==> src/rtl/matching_pursuit_sweep_pkg.sv <==
// Shared fixed-point types, sizing constants and saturation helpers for the matching-pursuit
// datapath.
package matching_pursuit_sweep_pkg;

  typedef logic signed [31:0] fp_32_t;

  localparam int unsigned FRAC_BITS               = 16;
  localparam int unsigned SIGNAL_SIZE_DEFAULT     = 4;
  localparam int unsigned DICTIONARY_SIZE_DEFAULT = 8;
  localparam int unsigned SIGNAL_ADDR_WIDTH       = 2;
  localparam int unsigned DICTIONARY_ADDR_WIDTH   = 5;
  localparam int unsigned ACC_W = 64 + $clog2(SIGNAL_SIZE_DEFAULT);

  // Wide enough to hold any accumulator this block can be built with.
  localparam int unsigned SAT_IN_W = 96;
  localparam logic signed [SAT_IN_W-1:0] SAT_MAX = 96'sh7FFF_FFFF;
  localparam logic signed [SAT_IN_W-1:0] SAT_MIN = -(96'sh8000_0000);

  function automatic fp_32_t sat32(input logic signed [SAT_IN_W-1:0] x);
    if (x > SAT_MAX) begin
      return 32'sh7FFF_FFFF;
    end else if (x < SAT_MIN) begin
      return 32'sh8000_0000;
    end else begin
      return x[31:0];
    end
  endfunction

  // 33-bit magnitude so that |0x80000000| = 2**31 is exact.
  function automatic logic [32:0] mag33(input fp_32_t x);
    logic signed [32:0] xe;
    xe = {x[31], x};
    return x[31] ? 33'(-xe) : 33'(xe);
  endfunction

endpackage

==> src/rtl/fp_mac_accumulator.sv <==
// Registered signed multiply-accumulate: acc <= clear ? 0 : acc + a*b when en.
// Clear has priority over en.
module fp_mac_accumulator
  import matching_pursuit_sweep_pkg::*;
#(
  parameter int unsigned AccW = ACC_W
) (
  input  logic                   clock,
  input  logic                   resetN,
  input  logic                   clear,
  input  logic                   en,
  input  logic [31:0]            a,
  input  logic [31:0]            b,
  output logic signed [AccW-1:0] acc
);

  logic signed [63:0]     a_ext;
  logic signed [63:0]     b_ext;
  logic signed [63:0]     product;
  logic signed [AccW-1:0] acc_q;
  logic signed [AccW-1:0] acc_d;

  assign a_ext   = {{32{a[31]}}, a};
  assign b_ext   = {{32{b[31]}}, b};
  assign product = a_ext * b_ext;

  always_comb begin
    acc_d = acc_q;
    if (clear) begin
      acc_d = '0;
    end else if (en) begin
      acc_d = acc_q + {{(AccW-64){product[63]}}, product};
    end
  end

  always_ff @(posedge clock or negedge resetN) begin
    if (!resetN) begin
      acc_q <= '0;
    end else begin
      acc_q <= acc_d;
    end
  end

  assign acc = acc_q;

endmodule

==> src/rtl/matching_pursuit_sweep.sv <==
// SWEEP stage: correlates the residual with every dictionary column and keeps the column
// with the largest |corr| (ties keep the lowest index).
module matching_pursuit_sweep
  import matching_pursuit_sweep_pkg::*;
#(
  parameter int unsigned M       = SIGNAL_SIZE_DEFAULT,
  parameter int unsigned N       = DICTIONARY_SIZE_DEFAULT,
  parameter int unsigned DICT_AW = DICTIONARY_ADDR_WIDTH,
  parameter int unsigned SIG_AW  = SIGNAL_ADDR_WIDTH,
  parameter int unsigned IDX_W   = (N > 1) ? $clog2(N) : 1
) (
  input  logic               clock,
  input  logic               resetN,
  input  logic               start,
  output logic               busy,
  output logic               done,
  output logic [DICT_AW-1:0] dict_read_addr,
  input  logic [31:0]        dict_read_data,
  output logic [SIG_AW-1:0]  r_read_addr,
  input  logic [31:0]        r_read_data,
  output logic [IDX_W-1:0]   best_index,
  output logic [31:0]        best_corr
);

  localparam int unsigned AccW = 64 + $clog2(M);

  typedef enum logic [1:0] {StIdle, StLoad, StDrain, StCompare} state_e;

  state_e             state_q, state_d;
  logic [SIG_AW-1:0]  i_q, i_d;
  logic [IDX_W-1:0]   j_q, j_d;
  logic               busy_q, busy_d;
  logic               done_q, done_d;
  logic [IDX_W-1:0]   best_index_q, best_index_d;
  fp_32_t             best_corr_q, best_corr_d;
  logic               mac_clear, mac_en;

  logic signed [AccW-1:0]     acc;
  logic signed [SAT_IN_W-1:0] acc_wide;
  fp_32_t                     corr;
  logic                       corr_wins;

  fp_mac_accumulator #(
    .AccW (AccW)
  ) u_mac (
    .clock  (clock),
    .resetN (resetN),
    .clear  (mac_clear),
    .en     (mac_en),
    .a      (dict_read_data),
    .b      (r_read_data),
    .acc    (acc)
  );

  assign acc_wide  = {{(SAT_IN_W-AccW){acc[AccW-1]}}, acc};
  assign corr      = sat32(acc_wide >>> FRAC_BITS);
  assign corr_wins = (j_q == '0) || (mag33(corr) > mag33(best_corr_q));

  always_comb begin
    state_d      = state_q;
    i_d          = i_q;
    j_d          = j_q;
    busy_d       = busy_q;
    done_d       = 1'b0;
    best_index_d = best_index_q;
    best_corr_d  = best_corr_q;
    mac_clear    = 1'b0;
    mac_en       = 1'b0;
    unique case (state_q)
      StIdle: begin
        if (start) begin
          state_d   = StLoad;
          i_d       = '0;
          j_d       = '0;
          busy_d    = 1'b1;
          mac_clear = 1'b1;
        end else begin
          busy_d = 1'b0;
        end
      end
      StLoad: begin
        // Data for row i-1 arrives while row i is being addressed.
        mac_en = (i_q != '0);
        if (i_q == SIG_AW'(M - 1)) begin
          state_d = StDrain;
        end else begin
          i_d = i_q + 1'b1;
        end
      end
      StDrain: begin
        mac_en  = 1'b1;
        state_d = StCompare;
      end
      StCompare: begin
        mac_clear = 1'b1;
        if (corr_wins) begin
          best_index_d = j_q;
          best_corr_d  = corr;
        end
        if (j_q == IDX_W'(N - 1)) begin
          state_d = StIdle;
          done_d  = 1'b1;
        end else begin
          state_d = StLoad;
          j_d     = j_q + 1'b1;
          i_d     = '0;
        end
      end
      default: state_d = StIdle;
    endcase
  end

  always_ff @(posedge clock or negedge resetN) begin
    if (!resetN) begin
      state_q      <= StIdle;
      i_q          <= '0;
      j_q          <= '0;
      busy_q       <= 1'b0;
      done_q       <= 1'b0;
      best_index_q <= '0;
      best_corr_q  <= '0;
    end else begin
      state_q      <= state_d;
      i_q          <= i_d;
      j_q          <= j_d;
      busy_q       <= busy_d;
      done_q       <= done_d;
      best_index_q <= best_index_d;
      best_corr_q  <= best_corr_d;
    end
  end

  // Addresses follow the row/column counters, so they hold outside LOAD.
  assign dict_read_addr = DICT_AW'(j_q) * DICT_AW'(M) + DICT_AW'(i_q);
  assign r_read_addr    = i_q;
  assign busy           = busy_q;
  assign done           = done_q;
  assign best_index     = best_index_q;
  assign best_corr      = best_corr_q;

endmodule
==> config.mk <==
export PLATFORM = sky130hd
export DESIGN_NAME = matching_pursuit_sweep
export DESIGN_NICKNAME = d
export VERILOG_FILES = /design/src/rtl/matching_pursuit_sweep_pkg.sv /design/src/rtl/fp_mac_accumulator.sv /design/src/rtl/matching_pursuit_sweep.sv
export SDC_FILE = /design/constraint.sdc
export NUM_CORES = 2
export LEC_CHECK = 0
export ABC_AREA = 1
export ABC_CLOCK_PERIOD_IN_PS = 5000
export CORE_ASPECT_RATIO = 0.75
export CORE_MARGIN = 2
export CORE_UTILIZATION = 35
export CTS_CLUSTER_SIZE = 30
export DETAILED_ROUTE_END_ITERATION = 6
export GPL_TIMING_DRIVEN = 1
export HOLD_SLACK_MARGIN = 0.15
export PLACE_DENSITY = 0.49
export SETUP_SLACK_MARGIN = 0.05
export SYNTH_ARGS = -nofsm -noshare
export SYNTH_HDL_FRONTEND = slang
export SYNTH_HIERARCHICAL = 1
export SYNTH_SLANG_ARGS = --single-unit
==> constraint.sdc <==
create_clock -name clock -period 5 [get_ports clock]
set_clock_uncertainty 0.15 [all_clocks]
set_input_delay 0.5 -clock clock [delete_from_list [all_inputs] [get_ports clock]]
set_output_delay 0.5 -clock clock [all_outputs]
set_load 0.1 [all_outputs]
==> impl_results.md <==
* Status: finished, violations left
* Failing checks: setup timing
* Remaining DRCs at 0
* Setup TNS at -185.59 ns
* GRT Overall Usage at 25.9%
* GP Congestion at ~0.93
* Hold Crit Class: register to register
* Worst skew pair latency at 0.41 ns
* GR peak layer: met1
* Buf+Inv Stages, Crit Path at 14
* Levels on crit path at between 40 and 50
* Top cell by count, worst path: fa_2
* Met2 Use GR at a little under two fifths
* R2R cell count at 28
* Via density at 4.75
* Synth warn at 6
* Worst Hold Depth at 2
* Slew Limit Fails at 0
* Largest net degree at the start of global routing at 111
* # IOs at 111
* CTS Buf Count at 9
* Fmax at ~110 MHz
* Critical path class: primary input to register
* ANT nets after route at 0
* Die Wd at approximately 440 microns
* Critical Path RT at around 5.2 ns
* Post-Syn Area at between 0.05 and 0.06 sq mm
* Unique masters post-synth at between 50 and 60
* Initial antenna violation count at 11
* Critical Path Start Type: primary input
* Dpl hpwl at between 100000 and 150000 microns
* Final hold violations at 0
* M3 GR Usage at 5.50%
* Final Setup Violations at 60
* CP delay by family, top: adder cells
* Vias at roughly 47000
* Least-Margin Pin Slew at 0.998 ns
* Max incr delay on CP at roughly 0.63 ns
* First-pass GRT wire length at about 290000 microns
* Worst relative slew slack at 33.3%
* Post-synth top area cell: fa_1
* H-tree depth at 3
* Die Footprint at between 0.1 and 0.15 sq mm
* Final worst slack at -3.88 ns
* Final Util at between 50% and 60%
* DR iter-0 viols at around 3300
* Core Area at ~0.14 sq mm
* Site Rows at 120
* Syn_nets at 8165
* Main synth FF type: dfrtp_1
* Fraction of registers with async set/reset at 100%
* Syn Inst Count at roughly 6700
* Fill count at about 14000
* Initial Util at 35.1%
* Met1 Usage GRT at just under 40%
* Register bit total from synthesis at 110
* Port-buffer cells at 110
* Layout cells sized above 1 at about a third
* GRT overflow at 0
* CP max FO at 8
* Slowest stage cell, crit path: fa_2
* Setup slack, reg-to-reg at between 0.2 and 0.3 ns
* Most frequent cells in the layout: inv_1 (1708), nand2_1 (1573), fa_1 (982)
* DRT Pass-1 Iters at 6
* Buffer levels on the longest clock path at 2
* DRT Wirelength at roughly 190000 microns
* Final period util at 178%
* Routed len/inst at 19.1 microns
* CTS tree: built
* Post-synthesis sequential area ratio at approximately 5.5%
* Area grow syn2layout at 43.8%
* Syn avg cell area at 7.44 sq um
* Vias in the first global route at slightly below 50000
* Worst-path clk slew at ~0.10 ns
* CP endpoint kind: register
* Nets@finish at just over 9000
* Tmin final at roughly 8.9 ns
* Number of flops mapped to enable cells by yosys at 0
* RSZ-0062 raised after global routing: true
* Synth top area share at a little over two fifths
* Clock sink total at 110
* Root buffer cell: clkbuf_16
* Die Y at ~330 microns
* Max-cap violations at 0
* Commonest non-fill, non-tap cell in the layout: inv_1
* Top post-synthesis cells by area: fa_1 (43%), inv_1 (14%), nand2_1 (14%)
* Arr. time, crit path at between 9 and 10 ns
-- area by class of cell --
type                            count  area, sq um  share of cell area, %
Antenna cell                        2         5.00                0.00696
Clock buffer                        9          225                  0.313
Clock inverter                      7         81.3                  0.113
Inverter                         1875         7100                   9.87
Multi-Input combinational cell   4504        45200                   62.9
Sequential cell                   110         2760                   3.83
Tap cell                         1891         2370                   3.29
Timing Repair Buffer             1408        14100                   19.7
-- sequential cells by signal, summed over array words and instances, names as in the netlist --
signal	flops
best_corr	32
best_index	3
busy	1
done	1
j_q	3
r_read_addr	2
state_q	2
u_mac/acc	66
-- stage by stage --
stage          cells  setup slack, ns  hold slack [ns]  area (sq um)
2_1_floorplan   6721            -3.12           0.0544         52100
3_3_place_gp    9427            -5.25            0.319         61900
3_5_place_dp    9427            -5.22            0.310         61900
4_1_cts         9688            -3.95            0.333         68300
5_1_grt         9805            -4.14            0.355         71900
6_report        9806            -3.88            0.325         71900
-- timing repair --
| action | CTS | global route |
|---|---|---|
| pin swaps | 385 | 415 |
| hold endpoints to repair | 110 | 0 |
| setup endpoints to repair | 61 | 96 |
| buffers inserted | 208 | 122 |
| gates resized for setup | 981 | 722 |
| cloned | 40 | 6 |
| hold buffers | 1 | 0 |
-- synthesized netlist by cell type (5+ instances only) --
library cell and count:
inv_1 1866, nand2_1 1800, fa_1 1083, nor2_1 359, ha_1 294, a21oi_1 214, clkbuf_1 214, o21ai_0 198
nand3_1 151, dfrtp_1 110, xor2_1 63, xnor2_1 36, nand4_1 30, nor3_1 27, a21o_1 24, o21ai_1 24
nand2_2 23, a31oi_1 18, o21bai_1 18, nor2_2 14, nor4_1 14, nand3b_1 13, o21a_1 13, or2_2 11
a21boi_0 10, o31ai_1 10, inv_2 9, buf_2 6, a211oi_1 5, a21oi_2 5, and3_1 5, buf_4 5
buf_6 5
-- worst register-to-register path: cells and delay by family, from the launching register on --
family	cells	cell delay, ns
adder cells (fa/ha/maj)	1	0.29
AND/OR/NAND/NOR	18	2.24
flip-flops	1	0.47
buffers and inverters	4	0.62
AO/OA/AOI/OAI	5	0.89
-- worst paths after layout --
check                              startpoint       endpoint
max                        dict_read_data[31]  u_mac/acc[65]
max in group asynchronous              resetN  u_mac/acc[53]
min in group asynchronous              resetN  best_corr[16]
max reg2reg                     u_mac/acc[61]  best_corr[26]
min reg2reg                              busy           busy
min                                      busy           busy
-- layer usage --
layer | part of all wire (%) | wire [microns]
met5 | 0.032 | 60
met4 | 1.6 | 2990
met3 | 8.8 | 16500
met2 | 42 | 78900
met1 | 48 | 89100
-- logic make-up after synthesis --
family          after synthesis  share of synthesized area [%]
xor+xnor                     99                           1.73
simple gates               2468                           19.8
flops                       110                           5.50
compound gates              558                           6.26
fa+ha+maj                  1377                           50.7
buf+inv                    2107                           15.9
other cells                   2                         0.0150
Power is not shown: default switching activity piles up to over one toggle a cycle in this logic, so the estimate is an artifact.
